===== src/rtl/pcm_frame_sync.sv =====
// PCM frame synchroniser: recovers NRZ bits from a raw line, hunts for the frame sync word in
// either polarity, and once locked emits the frame as WORD_BITS-wide words with start-of-frame.
module pcm_frame_sync #(
   parameter int                    CLK_HZ          = 10240000,
   parameter int                    BIT_RATE        = 51200,
   parameter int                    WORD_BITS       = 8,
   parameter int                    FRAME_WORDS     = 128,
   parameter int                    SYNC_BITS       = 26,
   parameter logic [SYNC_BITS-1:0]  SYNC_PATTERN    = 26'b00000101_01111001_10110111_11,
   parameter int                    MAX_ERRS        = 1,
   parameter int                    VERIFY_FRAMES   = 2,
   parameter int                    FLYWHEEL_FRAMES = 3
) (
   input  logic                           clk,
   input  logic                           reset,
   input  logic                           rxd,
   output logic [WORD_BITS-1:0]           tx_data,
   output logic                           tx_valid,
   output logic                           tx_sof,
   output logic                           lock,
   output logic [1:0]                     state,
   output logic                           inverted,
   output logic [$clog2(SYNC_BITS+1)-1:0] sync_errs
);

   localparam int CYC        = CLK_HZ / BIT_RATE;
   localparam int FRAME_BITS = FRAME_WORDS * WORD_BITS;
   localparam int TW         = (CYC > 1) ? $clog2(CYC) : 1;
   localparam int PW         = (FRAME_BITS > 1) ? $clog2(FRAME_BITS) : 1;
   localparam int WW         = (WORD_BITS > 1) ? $clog2(WORD_BITS) : 1;
   localparam int EW         = $clog2(SYNC_BITS + 1);
   localparam int HW         = $clog2(VERIFY_FRAMES + 1);
   localparam int MW         = $clog2(FLYWHEEL_FRAMES + 1);

   localparam logic [TW-1:0] T_LAST = TW'(CYC - 1);
   localparam logic [TW-1:0] T_MID  = TW'(CYC / 2);
   localparam logic [PW-1:0] P_LAST = PW'(FRAME_BITS - 1);
   localparam logic [WW-1:0] W_LAST = WW'(WORD_BITS - 1);
   localparam logic [EW-1:0] E_MAX  = EW'(MAX_ERRS);
   localparam logic [EW-1:0] E_FULL = EW'(SYNC_BITS);
   localparam logic [HW-1:0] H_TGT  = HW'(VERIFY_FRAMES);
   localparam logic [MW-1:0] M_TGT  = MW'(FLYWHEEL_FRAMES);

   typedef enum logic [1:0] {
      SEARCH   = 2'b00,
      VERIFY   = 2'b01,
      LOCK     = 2'b10,
      FLYWHEEL = 2'b11
   } state_t;

   function automatic logic [EW-1:0] popcount(input logic [SYNC_BITS-1:0] v);
      logic [EW-1:0] n;
      n = '0;
      for (int i = 0; i < SYNC_BITS; i++) n = n + EW'(v[i]);
      return n;
   endfunction

   logic                 sync1, sync2, hist1, hist2, bit_filt;
   logic                 filt_edge, strobe, eval;
   logic [TW-1:0]        timer;
   logic [SYNC_BITS-1:0] shift_reg;
   logic [EW-1:0]        fill;
   logic [PW-1:0]        pos;
   logic [WW-1:0]        wpos;

   state_t               cur, nxt;
   logic [HW-1:0]        hits, hits_nxt;
   logic [MW-1:0]        miss, miss_nxt;
   logic                 inv_nxt, accept, emit, emit_sof;
   logic [EW-1:0]        errs, inv_errs, chk_errs, errs_nxt;
   logic                 hit;
   logic [WORD_BITS-1:0] word;

   // Filtered bit moves only when three successive synchronised samples agree.
   assign filt_edge = (sync2 == hist1) && (hist1 == hist2) && (sync2 != bit_filt);
   assign strobe    = (timer == T_MID);

   // NOTE: sequential state uses non-blocking assignments so every stage samples pre-edge values.
   always_ff @(posedge clk or posedge reset) begin
      if (reset) begin
         sync1    <= 1'b0;
         sync2    <= 1'b0;
         hist1    <= 1'b0;
         hist2    <= 1'b0;
         bit_filt <= 1'b0;
         timer    <= '0;
      end else begin
         sync1 <= rxd;
         sync2 <= sync1;
         hist1 <= sync2;
         hist2 <= hist1;
         if (filt_edge) begin
            bit_filt <= sync2;
            timer    <= '0;
         end else begin
            timer <= (timer == T_LAST) ? '0 : timer + TW'(1);
         end
      end
   end

   always_ff @(posedge clk or posedge reset) begin
      if (reset) begin
         shift_reg <= '0;
         fill      <= '0;
         eval      <= 1'b0;
      end else begin
         eval <= strobe;
         if (strobe) begin
            shift_reg <= {shift_reg[SYNC_BITS-2:0], bit_filt};
            if (fill != E_FULL) fill <= fill + EW'(1);
         end
      end
   end

   // Bit position within the frame; wpos tracks pos modulo WORD_BITS.
   always_ff @(posedge clk or posedge reset) begin
      if (reset) begin
         pos  <= '0;
         wpos <= '0;
      end else if (eval && accept) begin
         pos  <= '0;
         wpos <= '0;
      end else if (strobe && cur != SEARCH) begin
         pos  <= (pos == P_LAST) ? '0 : pos + PW'(1);
         wpos <= (wpos == W_LAST) ? '0 : wpos + WW'(1);
      end
   end

   assign errs     = popcount(shift_reg ^ SYNC_PATTERN);
   assign inv_errs = popcount(~shift_reg ^ SYNC_PATTERN);
   assign chk_errs = inverted ? inv_errs : errs;
   assign hit      = (chk_errs <= E_MAX);

   always_ff @(posedge clk or posedge reset) begin
      if (reset) cur <= SEARCH;
      else       cur <= nxt;
   end

   // NOTE: every output of this block gets a default first, so no path can infer a latch.
   always_comb begin
      nxt      = cur;
      hits_nxt = hits;
      miss_nxt = miss;
      inv_nxt  = inverted;
      errs_nxt = sync_errs;
      accept   = 1'b0;
      if (eval) begin
         unique case (cur)
            SEARCH: begin
               if (fill == E_FULL) begin
                  if (errs <= E_MAX) begin
                     accept   = 1'b1;
                     inv_nxt  = 1'b0;
                     errs_nxt = errs;
                  end else if (inv_errs <= E_MAX) begin
                     accept   = 1'b1;
                     inv_nxt  = 1'b1;
                     errs_nxt = inv_errs;
                  end
                  if (accept) begin
                     hits_nxt = HW'(1);
                     nxt      = (H_TGT <= HW'(1)) ? LOCK : VERIFY;
                  end
               end
            end
            VERIFY: begin
               if (pos == '0) begin
                  errs_nxt = chk_errs;
                  if (hit) begin
                     hits_nxt = hits + HW'(1);
                     if (hits_nxt >= H_TGT) nxt = LOCK;
                  end else begin
                     nxt = SEARCH;
                  end
               end
            end
            LOCK: begin
               if (pos == '0) begin
                  errs_nxt = chk_errs;
                  if (!hit) begin
                     miss_nxt = MW'(1);
                     nxt      = (M_TGT <= MW'(1)) ? SEARCH : FLYWHEEL;
                  end
               end
            end
            FLYWHEEL: begin
               if (pos == '0) begin
                  errs_nxt = chk_errs;
                  if (hit) begin
                     miss_nxt = '0;
                     nxt      = LOCK;
                  end else begin
                     miss_nxt = miss + MW'(1);
                     if (miss_nxt >= M_TGT) nxt = SEARCH;
                  end
               end
            end
         endcase
      end
   end

   // From SEARCH the only route into LOCK is an acceptance, which is always the sof word.
   assign emit     = eval && (nxt == LOCK || nxt == FLYWHEEL) && (cur == SEARCH || wpos == '0);
   assign emit_sof = (cur == SEARCH) || (pos == '0);
   assign word     = shift_reg[SYNC_BITS-1 -: WORD_BITS] ^ {WORD_BITS{inv_nxt}};

   always_ff @(posedge clk or posedge reset) begin
      if (reset) begin
         hits      <= '0;
         miss      <= '0;
         lock      <= 1'b0;
         inverted  <= 1'b0;
         sync_errs <= '0;
         tx_valid  <= 1'b0;
         tx_sof    <= 1'b0;
         tx_data   <= '0;
      end else begin
         hits      <= hits_nxt;
         miss      <= miss_nxt;
         lock      <= (nxt == LOCK) || (nxt == FLYWHEEL);
         inverted  <= inv_nxt;
         sync_errs <= errs_nxt;
         tx_valid  <= emit;
         tx_sof    <= emit && emit_sof;
         if (emit) tx_data <= word;
      end
   end

   assign state = cur;

endmodule


===== config.mk =====
export PLATFORM = sky130hd
export DESIGN_NAME = pcm_frame_sync
export DESIGN_NICKNAME = d
export VERILOG_FILES = /design/src/rtl/pcm_frame_sync.sv
export SDC_FILE = /design/constraint.sdc
export NUM_CORES = 1
export LEC_CHECK = 0
export BUFFER_PORTS_ARGS = -buffer_cell sky130_fd_sc_hd__clkbuf_2
export CORE_MARGIN = 8
export CORE_UTILIZATION = 50
export DETAILED_ROUTE_END_ITERATION = 16
export GPL_ROUTABILITY_DRIVEN = 0
export GPL_TIMING_DRIVEN = 0
export PLACE_DENSITY = 0.72
export SETUP_SLACK_MARGIN = 0.05
export SYNTH_ARGS = -nofsm -noshare
export SYNTH_HDL_FRONTEND = slang
export SYNTH_SLANG_ARGS = --single-unit

===== constraint.sdc =====
create_clock -name clk -period 14.9 [get_ports clk]
set_clock_uncertainty 0.15 [all_clocks]
set_input_delay 2.235 -clock clk [delete_from_list [all_inputs] [get_ports clk]]
set_output_delay 2.235 -clock clk [all_outputs]
set_load 0.02 [all_outputs]

# --- Word level (Yosys, flattened, before mapping) ---
# Index checks and enable logic that the tools add are counted.
totals:
  ff_bits: 81
  in_bits: 3
  wordCells: 179
op_classes:
  n_addsub: 56
  magnitude_cmp: 5
  n_eq_ne: 23
  mux: 49
  bitwise_logic: 4
  reduce_logical: 22
ops:
  columns: ["operator", "n"]
  rows:
  - ["5-bit by 1-bit adder with 5-bit output", 42]
  - ["2-bit two-way mux", 19]
  - ["10-bit two-way mux", 3]
  - ["15-bit NOT", 2]
  - ["26-bit NOT", 1]
  - ["5-bit two-way mux", 5]
  - ["8-bit two-way mux", 2]
  - ["5-bit by 1-bit less-or-equal comparator with 1-bit output (second input constant)", 3]
  - ["2-bit inequality test (second input constant)", 7]
  - ["1-bit two-way mux", 13]
  - ["10-bit by 1-bit adder with 10-bit output (second input constant)", 1]
  - ["4-bit by 1-bit adder with 5-bit output", 2]
  - ["10-bit equality test (second input constant)", 1]
  - ["10-bit zero test", 1]
  - ["5-bit case mux with 2 select lines", 1]
  - ["3-bit two-way mux", 3]
  - ["3-bit by 1-bit adder with 4-bit output", 2]
  - ["8-bit by 1-bit adder with 8-bit output (second input constant)", 1]
  - ["2-bit equality test (second input constant)", 4]
  - ["8-bit by 7-bit equality test with 1-bit output (second input constant)", 1]
  - ["8-bit equality test (second input constant)", 1]
  - ["2-bit case mux with 2 select lines", 2]
  - ["2-bit case mux with 4 select lines", 1]
  - ["2-bit nonzero test", 4]
  - ["24 further kinds", 37]

# --- Depth between registers and ports, before layout ---
logic_depth:
  word_depth: 42
  mapped_depth: 21
  depth_no_buf: 20

# --- Worst setup path before layout ---
# No wires, ideal clock.
synth_path:
  kind: "flip-flop to flip-flop"
  start: "register shift_reg[5]"
  end: "register sync_errs[0]"
  arrival_ps: 5534
  required_ps: 14625
  path_slack_ps: 9092
  stages_incl_launch_ff: 21
  n_path_buf: 0
  period_less_slack_ps: 5808
  cell_sequence: "dfrtp_1 > inv_1 > fa_1 > inv_1 > fa_1 > fa_1 > inv_1 > fa_1 > fa_1 > fa_1 > inv_1 > ha_1 > inv_1 > fa_1 > nand2b_1 > a21oi_2 > xor2_1 > nor3_1 > a21o_1 > mux2_2 > mux2_2"
synth_between:
  elab_chain_cells: 26
synth_rtl:
  columns: ["item", "line", "rtl"]
  rows:
  - ["from (decl)", "61", "logic [SYNC_BITS-1:0] shift_reg;"]
  - ["from (signal assigned)", "109", "shift_reg <= {shift_reg[SYNC_BITS-2:0], bit_filt};"]
  - ["branches (longest 26 deep; another with 5-bit by 1-bit adder with 5-bit output)", null, null]
  - ["to (signal assigned)", "222", "sync_errs <= errs_nxt;"]
  - ["to (decl)", "23", "output logic [$clog2(SYNC_BITS+1)-1:0] sync_errs"]
# Several ways; the timed one is not identified. The select of a mux whose other input is x is not followed.
# A chain may end at the register's enable or synchronous reset.

# --- Final worst setup path ---
layout_path:
  start: "register shift_reg[5]"
  end: "register sync_errs[3]"
# The elaborated chain is that of the path after synthesis.

==> metrics.txt <==
Pre-antenna DRT Iters 4; final worst-path cycle share around 43%; Die W about 120 um; drt drc 0; number of setup violations in the final report 0; Crit. End Element flop; register area share after synthesis 39.4%; Setup Buffers After CTS 0; final instance area between 0.005 and 0.006 mm2; worst hold path type reg -> reg; clock slew at reported path FFs ~0.090 ns; TNS Setup 0 ns; DR WL/cell roughly 15 um; Diodes inserted 0; Synth area leader dfrtp_1; Relative slew margins ~60%; Clock Tree Buf Depth 2; Avg Cell Area, Syn about 10 um2; initial core utilization 50.7%; Storage cell area 0.00203 mm2; CTS tree yes; Top Family by Delay on Critical Path adder cells; gr usage total ~15%; I/O pin total 22; Antenna Violating Nets Remaining 0; CP startpoint shift_reg[5]; Worst Hold End sync2; FILL cells 850; r2r startpoint shift_reg[5]; synth warn 0; Crit-path slowest cell fa_1; RSZ-0062 raised after global routing false; Non-Filler Instances around 670; Netlist cell types 58; vias in the first global route between 3,000 and 4,000; max layer used met4; Worst R2R Path Depth 20; highest clock rate about 160 MHz; actual slew at the worst max-slew pin 0.597 ns; outcome completed; CTS buffer count 9; gr ovfl total 0; worst path arrival time between 6 and 7 ns; CTS resizes 0; worst hold stages 0; internal power between 0.3 and 0.4 mW; WL met3 406 um; proportion of synthesized flip-flops having asynchronous set or reset 100%; Final Core Density around 56%; RR Endpoint sync_errs[3]; placed insts around 650; fraction of layout cells with a size suffix above 1 13.7%; die area about 0.014 mm2; Final Net Count between 500 and 600; Die Span Y roughly 120 um; fin crit period roughly 6.4 ns; port buffer count 21; syn nets 560; Clock power frac a little over two fifths; setup ws final 8.46 ns; synth top area cells dfrtp_1 (39%), fa_1 (14%), ha_1 (6.8%); crit path buf inv count 5; most frequent cell after synthesis inv_1; Sink Count 81; dpl cell area ~0.0054 mm2; Final Max Slew Viols 0; top-area cell type share of the netlist area between 30% and 40%; Worst Path Required around 15 ns; drt total wl 9830 um; R2R Setup Slk 8.46 ns; Root Buffer clkbuf_8; peak per-stage delay on the critical path 0.54 ns; max_cap viols 0; Synth Flop Type dfrtp_1; Place WS 8.53 ns; static leakage 2.65 nW; Met2 Routed Length approximately 4700 um; Hold WS approximately 0.21 ns; Sw Pwr 0.110 mW; core area a little over 0.01 mm2; Rows 37; switch share between 20% and 30%; Seq pwr share around 51%; Post-synth top cells inv_1 (82), dfrtp_1 (81), o21ai_0 (43), nand2_1 (38), fa_1 (35); hold_buf cts 0; #FFs+latches synth 81; Vias about 3,500; Hold Fails Final Rpt 0; Hold Startpoint sync1; Area Overhead vs Synth 10.8%; Starting DRT DRC Count 251; Syn Std Cell Area 0.00514 mm2; PwrDens 80.6 mW/mm2; clock latency at the later pin of the worst-skew pair 0.36 ns; Pwr Total around 0.46 mW; critical path's most frequent cell fa_1; Crit Path Max Fanout 5; area of the multi-input gates approximately 0.0027 mm2; Vias/cell roughly 5.3; Worst VDD drop approximately 0.000053 V; Worst Path Class, Setup reg -> reg; M1 WL around 4600 um; initial antenna violation count 0; Synth Instances between 400 and 500; Startpoint Class flop; EDFF count, synth 0; worst-path cell chain inv_1 -> fa_1 -> inv_1 -> fa_1 -> fa_1 -> inv_1 -> fa_1 -> fa_1 -> fa_1 -> inv_1 -> ha_1 -> inv_1 -> fa_1 -> nand2b_1 -> a21oi_2 -> xor2_1 -> nor3_1 -> o21ai_0 -> a21boi_2 -> mux2_2; CTS H-Tree Depth 3; hpwl dp 7600 um; global-route wire length before repair around 17,000 um; max FFs per register 26; Gate power share 4.8%; largest net degree at the start of global routing 59
==> cells in the final DEF, fill, tap and decap left out, types with 4 or more instances in the layout <==
cell      Yosys  layout
clkbuf_8      2      11
nand4b_1      5       5
mux2_2        7       7
fa_1         35      35
nand4_1       7       7
clkbuf_2      0      21
a21oi_1       9       9
nor2_1       26      26
ha_1         28      28
nand3_1      18      18
nor3_1        6       6
nand2_1      38      38
clkbuf_1      9       9
and3_1        7       7
mux2_4        8       8
o211ai_1      5       5
o31ai_1       4       4
inv_1        82      81
xnor2_1      14      14
dfrtp_1      81      81
o21ai_0      43      43
xor2_1       12      12
==> cell type report <==
| class | count | share of cell area, % |
|---|---|---|
| clock buffers | 9 | 2.17 |
| inverters | 82 | 5.45 |
| well taps | 136 | 2.99 |
| plain buffers | 13 | 1.34 |
| repair buffers | 22 | 2.33 |
| flip-flops and latches | 81 | 35.6 |
| multi-input cells | 318 | 48.0 |
| clock inverters | 7 | 2.20 |
==> worst max path at each step <==
stage,endpoint,slack [ns],cells after the start
after global routing,sync_errs[2],8.04,20
after global placement,sync_errs[1],8.62,20
final,sync_errs[3],8.46,20
after floorplan,sync_errs[0],9.09,20
after detailed placement,sync_errs[4],8.53,20
after CTS,sync_errs[1],8.48,20
==> kinds of logic (layout without fill, tap and decap cells) <==
kind of cell	after synthesis	after routing	synth area share [%]
buffers and inverters	95	133	7.47
DFF	81	81	39.4
adders and majority gates	63	63	20.4
and+or+nand+nor	125	125	12.3
xor gates and xnor gates	26	26	4.43
muxes	18	18	4.69
AOI/OAI and AO/OA	86	86	11.2
==> power by group through the flow <==
stage / Sequential (mW) / Combinational, mW / Clock (mW)
after floorplan: 0.237 / 0.0172 / 0
after global placement: 0.239 / 0.0204 / 0
after detailed placement: 0.239 / 0.0223 / 0
after CTS: 0.235 / 0.0226 / 0.206
after global routing: 0.237 / 0.0269 / 0.213
final: 0.235 / 0.0221 / 0.202
==> worst reg2reg max path, stage by stage, from the launching register on <==
cell and delay [ns]:
dfrtp_1 0.36, inv_1 0.08, fa_1 0.54, inv_1 0.08
fa_1 0.49, fa_1 0.52, inv_1 0.05, fa_1 0.52
fa_1 0.44, fa_1 0.47, inv_1 0.10, ha_1 0.17
inv_1 0.06, fa_1 0.39, nand2b_1 0.17, a21oi_2 0.21
xor2_1 0.11, nor3_1 0.44, o21ai_0 0.26, a21boi_2 0.34
mux2_2 0.38
==> per-layer routing <==
| metal | vias to the layer above | global-route usage, % |
|---|---|---|
| met3 | 4 | 3.31 |
| met5 | - | 0 |
| met2 | 52 | 23.6 |
| li1 | 1702 | - |
| met1 | 1768 | 20.6 |
| met4 | 0 | 4.30 |
Note: power is estimated with default switching activity, not from simulation.
